## config.mk

```make
export PLATFORM = sky130hd
export DESIGN_NAME = aes128_encr_round_ctrl
export DESIGN_NICKNAME = d
export VERILOG_FILES = /design/src/rtl/aes_pkg.sv /design/src/rtl/aes128_encr_round_ctrl.sv
export SDC_FILE = /design/constraint.sdc
export NUM_CORES = 1
export LEC_CHECK = 0
export ABC_CLOCK_PERIOD_IN_PS = 2400
export BUFFER_PORTS_ARGS = -buffer_cell sky130_fd_sc_hd__buf_2
export CAP_MARGIN = 20
export CELL_PAD_IN_SITES_DETAIL_PLACEMENT = 0
export CELL_PAD_IN_SITES_GLOBAL_PLACEMENT = 1
export CORE_AREA = 4 4 306 308
export CTS_CLUSTER_DIAMETER = 100
export DETAILED_ROUTE_END_ITERATION = 8
export DIE_AREA = 0 0 310 312
export PLACE_DENSITY_LB_ADDON = 0.1
export REMOVE_ABC_BUFFERS = 1
export SLEW_MARGIN = 20
export SYNTH_ARGS = -nofsm -noshare
export SYNTH_HDL_FRONTEND = slang
export SYNTH_SLANG_ARGS = --single-unit
```

## constraint.sdc

```tcl
create_clock -name clk -period 2.4 [get_ports clk]
set_clock_uncertainty 0.15 [all_clocks]
set_input_delay 0.24 -clock clk [delete_from_list [all_inputs] [get_ports clk]]
set_output_delay 0.24 -clock clk [all_outputs]
set_load 0.03 [all_outputs]
```

## src/rtl/aes_pkg.sv

```systemverilog
// Shared AES definitions: block/key-index widths, the round count and the
// state encoding of the encryption round controller.
package aes_pkg;

    localparam int AES_NR     = 10;
    localparam int AES_BLK_W  = 128;
    localparam int AES_KIDX_W = 4;

    typedef logic [AES_BLK_W-1:0] aes_blk_t;

    typedef enum logic [1:0] {
        IDLE,
        ROUND,
        DONE
    } aes_ctrl_st_e;

endpackage

```

## src/rtl/aes128_encr_round_ctrl.sv

```systemverilog
// Iterative AES-128 encryption sequencer driving an external single-round datapath.
// Optional block counter port blk_cnt_o is enabled by defining AES_ENCR_CTRL_PERF_EN.
module aes128_encr_round_ctrl
    import aes_pkg::*;
#(
    parameter int NUM_ROUNDS = AES_NR,
    parameter int RND_LAT    = 1
) (
    input  logic                  clk,
    input  logic                  rst_n,
    input  logic                  in_valid,
    output logic                  in_ready,
    input  logic [AES_BLK_W-1:0]  in_data,
    output logic                  out_valid,
    input  logic                  out_ready,
    output logic [AES_BLK_W-1:0]  out_data,
    input  logic                  flush_i,
    output logic [AES_KIDX_W-1:0] key_idx_o,
    input  logic [AES_BLK_W-1:0]  key_i,
    output logic [AES_BLK_W-1:0]  rnd_text_o,
    output logic [AES_BLK_W-1:0]  rnd_key_o,
    output logic                  rnd_last_o,
    input  logic [AES_BLK_W-1:0]  rnd_text_i
`ifdef AES_ENCR_CTRL_PERF_EN
    ,
    output logic [31:0]           blk_cnt_o
`endif
);

    localparam int                    LAT_W    = (RND_LAT > 1) ? $clog2(RND_LAT) : 1;
    localparam logic [AES_KIDX_W-1:0] LAST_RND = AES_KIDX_W'(NUM_ROUNDS);
    localparam logic [LAT_W-1:0]      LAT_LAST = LAT_W'(RND_LAT - 1);

    aes_ctrl_st_e          fsm_q;
    aes_ctrl_st_e          fsm_d;
    logic [AES_KIDX_W-1:0] round;
    logic [LAT_W-1:0]      lat_cnt;
    logic [AES_BLK_W-1:0]  state_q;
    logic                  accept;
    logic                  lat_done;
    logic                  last_rnd;
    logic                  out_fire;

    always_ff @(posedge clk) begin
        if (!rst_n) begin
            fsm_q <= IDLE;
        end else begin
            fsm_q <= fsm_d;
        end
    end

    // Datapath inputs stay static for the whole round so the external round
    // logic sees stable operands for all RND_LAT cycles.
    always_comb begin
        fsm_d      = fsm_q;
        in_ready   = 1'b0;
        key_idx_o  = '0;
        rnd_last_o = 1'b0;
        rnd_text_o = state_q;
        rnd_key_o  = key_i;
        accept     = 1'b0;
        lat_done   = 1'b0;
        out_fire   = 1'b0;
        last_rnd   = (round == LAST_RND);
        case (fsm_q)
            IDLE: begin
                in_ready = rst_n;
                accept   = in_valid && in_ready;
                if (accept) begin
                    fsm_d = ROUND;
                end
            end
            ROUND: begin
                key_idx_o  = round;
                rnd_last_o = last_rnd;
                lat_done   = (lat_cnt == LAT_LAST);
                if (lat_done && last_rnd) begin
                    fsm_d = DONE;
                end
            end
            DONE: begin
                out_fire = out_valid && out_ready && !flush_i;
                if (out_fire) begin
                    fsm_d = IDLE;
                end
            end
            default: fsm_d = IDLE;
        endcase
        if (flush_i) begin
            fsm_d = IDLE;
        end
    end

    // Flush abandons the block but keeps the data registers untouched.
    always_ff @(posedge clk) begin
        if (!rst_n) begin
            round     <= '0;
            lat_cnt   <= '0;
            state_q   <= '0;
            out_valid <= 1'b0;
            out_data  <= '0;
        end else if (flush_i) begin
            round     <= '0;
            lat_cnt   <= '0;
            out_valid <= 1'b0;
        end else begin
            if (accept) begin
                state_q <= in_data ^ key_i;
                round   <= AES_KIDX_W'(1);
                lat_cnt <= '0;
            end
            if (fsm_q == ROUND) begin
                if (lat_done) begin
                    state_q <= rnd_text_i;
                    lat_cnt <= '0;
                    if (last_rnd) begin
                        out_data  <= rnd_text_i;
                        out_valid <= 1'b1;
                    end else begin
                        round <= round + 1'b1;
                    end
                end else begin
                    lat_cnt <= lat_cnt + 1'b1;
                end
            end
            if (out_fire) begin
                out_valid <= 1'b0;
            end
        end
    end

`ifdef AES_ENCR_CTRL_PERF_EN
    logic [31:0] blk_cnt;

    always_ff @(posedge clk) begin
        if (!rst_n) begin
            blk_cnt <= '0;
        end else if (out_fire && (blk_cnt != 32'hFFFF_FFFF)) begin
            blk_cnt <= blk_cnt + 32'd1;
        end
    end

    assign blk_cnt_o = blk_cnt;
`endif

endmodule

```

==> impl_metrics.yaml, run 1 <==
placed_design:
  dp.cells: 3338
  io_buffer_count: 779
  placed_area_mm2: 0.01844
  finalWeightedCongestion: 0.7473
  hpwl_um: 50700
routing:
  ant_nets: 0
  avgViaCountPerCell: 4.189
  num_vias: 15820
  wl_um: 73740
  drt_iter0_drc: 587
  dr.pass1.iters: 7
  drc_errors: 0
  wire_per_inst_um: 19.53
setup_path:
  max_stage_delay_ns: 0.57
  crit_required_ns: 2.68
  cpMaxStageDelayCell: "or4b_4"
  worstPathArrival_ns: 2.60
  endpoint_kind: "flip-flop"
  worstSetupPathType: "flip-flop to flip-flop"
  crit_chain: "buf_4 > or4b_4 > buf_16 > o221ai_1 > a21oi_1 > dlygate4sd3_1"
  crit_path_max_fanout: 35
  startpoint_type: "flip-flop"
floorplan:
  chipHeight_um: 312
  die_area_mm2: 0.09672
  dieWidth_um: 310
  top_level_ports: 780
  initial_core_util_pct: 15.56
  row_count: 111
  core_area_mm2: 0.09111
sta:
  rsz0062_at_grt: "no"
  period_share_pct: 96.88
  fin_crit_ns: 2.325
  fmaxAchievable_ghz: 0.4301
  final_hold_viol_count: 0
  tightest_slew_ns: 0.7475
  finalSetupViolCount: 0
  slew_violations: 0
  slew_headroom_pct: 50.17
logic_synthesis:
  synth_xor_area_share_pct: 7.906
  synth_edf_count: 0
  yosys_warnings: 0
  synthTopCellsByCount: "264 x dfxtp_1, 258 x nand2_1, 163 x a21oi_1"
  yosysSeqAreaShare_pct: 37.27
  synthAdderAreaFrac_pct: 0.1765
  synth_top_family_by_area: "compound AO/OA/AOI/OAI gates"
  synth-main-ff-cell: "dfxtp_1"
  postSynthCellCount: 1604
  yosys.area.top_type: "dfxtp_1"
  synth_area_leaders: "dfxtp_1 37%, mux2i_1 11%, o221ai_1 7.9%"
  synth-compound-area-share_pct: 22.62
  synth_top_cell_area_share_pct: 37.27
  yosysMostFrequentCell: "dfxtp_1"
  muxShareOfSynthArea_pct: 11.44
  yosys_register_bits: 264
  yosys.cell_types.count: 38
  yosys.area_share.simple_pct: 8.215
  synthArstFlopShare_pct: 0
  syn_area_mm2: 0.01418
  syn_area_per_cell_um2: 8.840
layout:
  multi_input_area_mm2: 0.007188
  drive_above_1_share_pct: 34.22
  fillers: 9921
  final-seq-area_mm2: 0.005290
  final_cells: 3776
  area_growth_pct: 65.05
  fin_area_mm2: 0.02340
  nets: 2956
pwr:
  p_per_area_mw_per_mm2: 553.3
  power.leakage_nw: 9.971
  max-vdd-ir-drop_v: 0.0002780
run:
  cap_violations: 0
global_route:
  grt.total_usage_pct: 14.19
  antenna_found_initial: 3
  first_global_vias: 16460
  overflow: 0
  grt_pass1_wl_um: 104800
  grt_max_degree: 110
clock_network:
  htree_num_levels: 2
  clockBufferDepth: 3
  cts_tree: "done"
  numCtsBuffers: 39
  clk_pin_slew_ns: 0.05
  clock-sinks: 264
  cts_root_buf: "clkbuf_16"
  clk_latency_ns: 0.54
status:
  outcome: "completed"
worst_hold_path:
  hold_path.class: "primary input to flip-flop"
## worst max-delay path, delay by kind of cell, from the launching register on
kind | cells | cell delay (ns)
flip-flops | 1 | 0.30
AND/OR/NAND/NOR | 1 | 0.57
AO/OA/AOI/OAI | 2 | 0.24
buffers and inverters | 3 | 0.92
## sequential cells by signal, indices dropped and copies added (netlist names)
signal and count:
round 4, out_valid 1, lat_cnt 1, fsm_q 2, out_data 128, rnd_text_o 128
## logic make-up (layout without fill, tap and decap cells)
| kind of cell | after synthesis | count (layout) |
|---|---|---|
| buffers and inverters | 273 | 1255 |
| xor gates and xnor gates | 128 | 128 |
| adders and majority gates | 2 | 2 |
| muxes | 162 | 162 |
| other | 0 | 4 |
| AOI/OAI and AO/OA | 491 | 491 |
| DFF | 264 | 264 |
| and+or+nand+nor | 284 | 284 |
## cell type report
type / instances / share of cell area [%]
clock buffers: 57 / 4.940
inverters: 2 / 0.04277
repair buffers: 1191 / 35.09
flip-flops and latches: 264 / 22.60
clock inverters: 5 / 0.2245
well taps: 1186 / 6.341
multi-input cells: 1067 / 30.71
diodes: 4 / 0.04277
## layer usage
layer  wire length [µm]  track usage (%)
met1              29620            16.13
met2              37520            26.31
met3               4764            3.212
met4               1826            4.063
met5                 11                0
## cell usage in the layout (no fill, tap or decap), types with 2 or more instances in the layout
| cell | instances |
|---|---|
| nand3b_1 | 2 |
| and2_1 | 5 |
| clkbuf_1 | 9 |
| clkbuf_16 | 42 |
| a311oi_1 | 3 |
| diode_2 | 4 |
| dfxtp_1 | 262 |
| nand2b_1 | 2 |
| o221ai_1 | 128 |
| ha_1 | 2 |
| buf_12 | 20 |
| mux2i_1 | 162 |
| buf_4 | 21 |
| clkbuf_8 | 7 |
| dlygate4sd3_1 | 369 |
| o21ai_0 | 96 |
| nand2_1 | 258 |
| a22oi_1 | 96 |
| xor2_1 | 128 |
| a21oi_1 | 163 |
| buf_2 | 778 |
| clkinv_2 | 3 |
| nor2b_1 | 2 |
## power breakdown
part	internal (mW)	switching [mW]	leakage, nW
registers	4.49	0.0993	2.14
clock network	3.40	2.20	0.592
logic	1.27	1.48	7.24
## per-stage QoR
step                power, mW  setup TNS (ns)  util [%]  worst slack, ns  hold slack, ns
floorplan               5.506        -2019.66         -           -11.15          0.2052
global placement        6.851               0     20.24           0.1715          0.2900
detailed placement      6.861               0     20.24           0.1722          0.2964
CTS                     13.29               0     25.62         0.009067        0.001926
global route            13.60               0     25.68         0.006166         0.02330
finish                  12.95               0     25.69          0.07477         0.03142
## worst paths after layout
check / slack [ns] / depth (start not counted) / start / end
worst max-delay path: 0.07 / 6 / fsm_q[1]$_SDFFE_PP0P_ / rnd_text_o[77]$_SDFFE_PN0N_
worst min-delay path: 0.03 / 4 / key_i[78] / rnd_text_o[78]$_SDFFE_PN0N_
worst max register to register: 0.07 / 6 / fsm_q[1]$_SDFFE_PP0P_ / rnd_text_o[77]$_SDFFE_PN0N_
worst min register to register: 0.30 / 2 / out_data[117]$_SDFFE_PN0P_ / out_data[117]$_SDFFE_PN0P_
## what timing repair did
action	CTS	global route
setup buffers	0	2
setup endpoints to repair	0	2
gates resized for setup	0	3
hold buffers	369	0
hold endpoints to repair	261	0
Power figures use the tool's default switching activity.
==> run 2, diff against run 1 <==
Settings changed: REMOVE_ABC_BUFFERS 1 to default, TNS_END_PERCENT from default to 1.
==> run 2 against run 1 <==
  * Clock power increased by 2%
  * Critical path depth fell by 2
  * Sequential power about the same
  * Setup slack gained 0.095 ns
  * Utilization rose by 0.15 points
  * Cell count grew 0.58%
  * Sequential cell count stayed put
  * Total power grew 1.0%
  * Critical endpoint is now key_idx_o[0]
  * Highest routed layer is now met4
==> impl_metrics.yaml, run 2 (same netlist as run 1, synthesis figures left out) <==
status:
  outcome: "completed"
pwr:
  power.leakage_nw: 10.05
  max-vdd-ir-drop_v: 0.0003126
  p_per_area_mw_per_mm2: 555.8
setup_path:
  worst-r2r-setup-slack_ns: 0.22
  r2r_cells: 5
  max_stage_delay_ns: 0.38
  crit_required_ns: 2.01
  r2r_start: "fsm_q[1]$_SDFFE_PP0P_"
  cp.buffers_inverters: 2
  startpoint_type: "flip-flop"
  cpMaxStageDelayCell: "dfxtp_4"
  worstPathArrival_ns: 1.84
  endpoint_kind: "output pin"
  crit_chain: "buf_6 > nor2b_4 > and2_1 > buf_2"
  cp_top_family: "buffers and inverters"
  crit_path_max_fanout: 23
  r2r-end: "out_data[111]$_SDFFE_PN0P_"
  worstSetupPathType: "flip-flop to output pin"
floorplan:
  chipHeight_um: 312
  die_area_mm2: 0.09672
  dieWidth_um: 310
  row_count: 111
  initial_core_util_pct: 15.56
  top_level_ports: 780
  core_area_mm2: 0.09111
clock_network:
  htree_num_levels: 2
  cts_setup_buffers: 0
  cts_tree: "done"
  clock-sinks: 264
  numCtsBuffers: 40
  clk_pin_slew_ns: 0.05
  cts_root_buf: "clkbuf_16"
  clk_latency_ns: 0.55
  clockBufferDepth: 3
sta:
  layout_setup_ws_ns: 0.1696
  final_hold_viol_count: 0
  slew_headroom_pct: 48.24
  tightest_slew_ns: 0.7764
  tns_ns: 0
  fmaxAchievable_ghz: 0.4483
  finalSetupViolCount: 0
  period_share_pct: 92.93
  slew_violations: 0
  fin_crit_ns: 2.230
  rsz0062_at_grt: "no"
worst_hold_path:
  min_to: "rnd_text_o[60]$_SDFFE_PN0N_"
  hold_path.class: "primary input to flip-flop"
  hold_start: "in_data[60]"
  hold_depth: 4
layout:
  mostFrequentLayoutCells: "777 x buf_2, 373 x dlygate4sd3_1, 262 x dfxtp_1"
  final_common_cell: "buf_2"
  nets: 2972
  drive_above_1_share_pct: 34.69
  area_growth_pct: 66.03
routing:
  drc_errors: 0
  num_vias: 15830
  drt_iter0_drc: 705
  ant_nets: 0
  wl_um: 76100
  dr.pass1.iters: 5
  avgViaCountPerCell: 4.168
  wire_per_inst_um: 20.04
placed_design:
  hpwl_um: 54820
  dp_slack_ns: 0.2603
  finalWeightedCongestion: 0.7521
  io_buffer_count: 779
global_route:
  first_global_vias: 16730
  overflow: 0
  antenna_found_initial: 4
  grt.total_usage_pct: 14.99
  grt_pass1_wl_um: 110500
  grt_max_degree: 159
run:
  cap_violations: 0
logic_synthesis:
  postSynthNetCount: 1995
[run 2: cell count changes in the layout (fill, tap and decap cells not counted), sizes merged]
cell / change
inv: +4
bufinv: -1
clkinv: +5
dlygate4sd3: +4
clkinvlp: -1
buf: +12
diode: -1
[run 2: area by class of cell]
cell class | count | area (µm²)
clock inverter | 12 | 78.83
fill | 9981 | 67560
inverter | 2 | 12.51
sequential | 264 | 5290
antenna | 3 | 7.507
multi-input combinational | 1067 | 7196
timing repair buffer | 1206 | 8304
clock buffer | 58 | 1170
tap | 1186 | 1484
[run 2: metrics by stage]
step	cell area [µm²]	hold WS [ns]	util [%]	cells	total power [mW]
finish	23540	0.01925	25.84	3798	13.09
global route	23540	0.03461	25.84	3796	13.77
CTS	23530	0.0007523	25.83	3795	13.45
detailed placement	18540	0.2948	20.35	3352	6.901
global placement	18540	0.2896	20.35	3352	6.895
floorplan	14180	0.2052	-	1604	5.966
[run 2: report_power, final]
group	switching [mW]	total (mW)	internal (mW)
registers	0.100	4.59	4.49
logic	1.51	2.80	1.29
clock network	2.32	5.70	3.38
total	3.93	13.1	9.16
[run 2: how the worst max path moves through the flow]
stage                                startpoint  cells past startpoint                         end
after CTS                 fsm_q[0]$_SDFFE_PP0P_                      4                key_idx_o[0]
after global placement    fsm_q[1]$_SDFFE_PP0P_                      5  out_data[100]$_SDFFE_PN0P_
after floorplan                           rst_n                      3                    in_ready
final                     fsm_q[0]$_SDFFE_PP0P_                      4                key_idx_o[0]
after detailed placement  fsm_q[1]$_SDFFE_PP0P_                      5   out_data[98]$_SDFFE_PN0P_
after global routing        round[1]$_SDFF_PP0_                      4                  rnd_last_o
[run 2: worst reg2reg max path, delay by kind of cell (launching register included)]
kind / cells / cell delay (ns)
buffers and inverters: 2 / 0.49
DFF: 1 / 0.44
muxes: 1 / 0.23
and+or+nand+nor: 2 / 0.79
[run 2: what timing repair did]
action,in CTS,in global routing
gates resized for setup,2,3
hold endpoints to repair,259,0
setup endpoints to repair,5,2
hold buffers,373,0
[run 2: routing by layer]
layer	wire, µm	track usage, %	vias to the layer above	part of all wire (%)
li1	-	-	7623	-
met1	29730	17.06	7630	39
met2	39640	27.81	477	52
met3	4492	3.205	101	5.9
met4	2237	4.506	0	2.9
met5	0	0	-	0
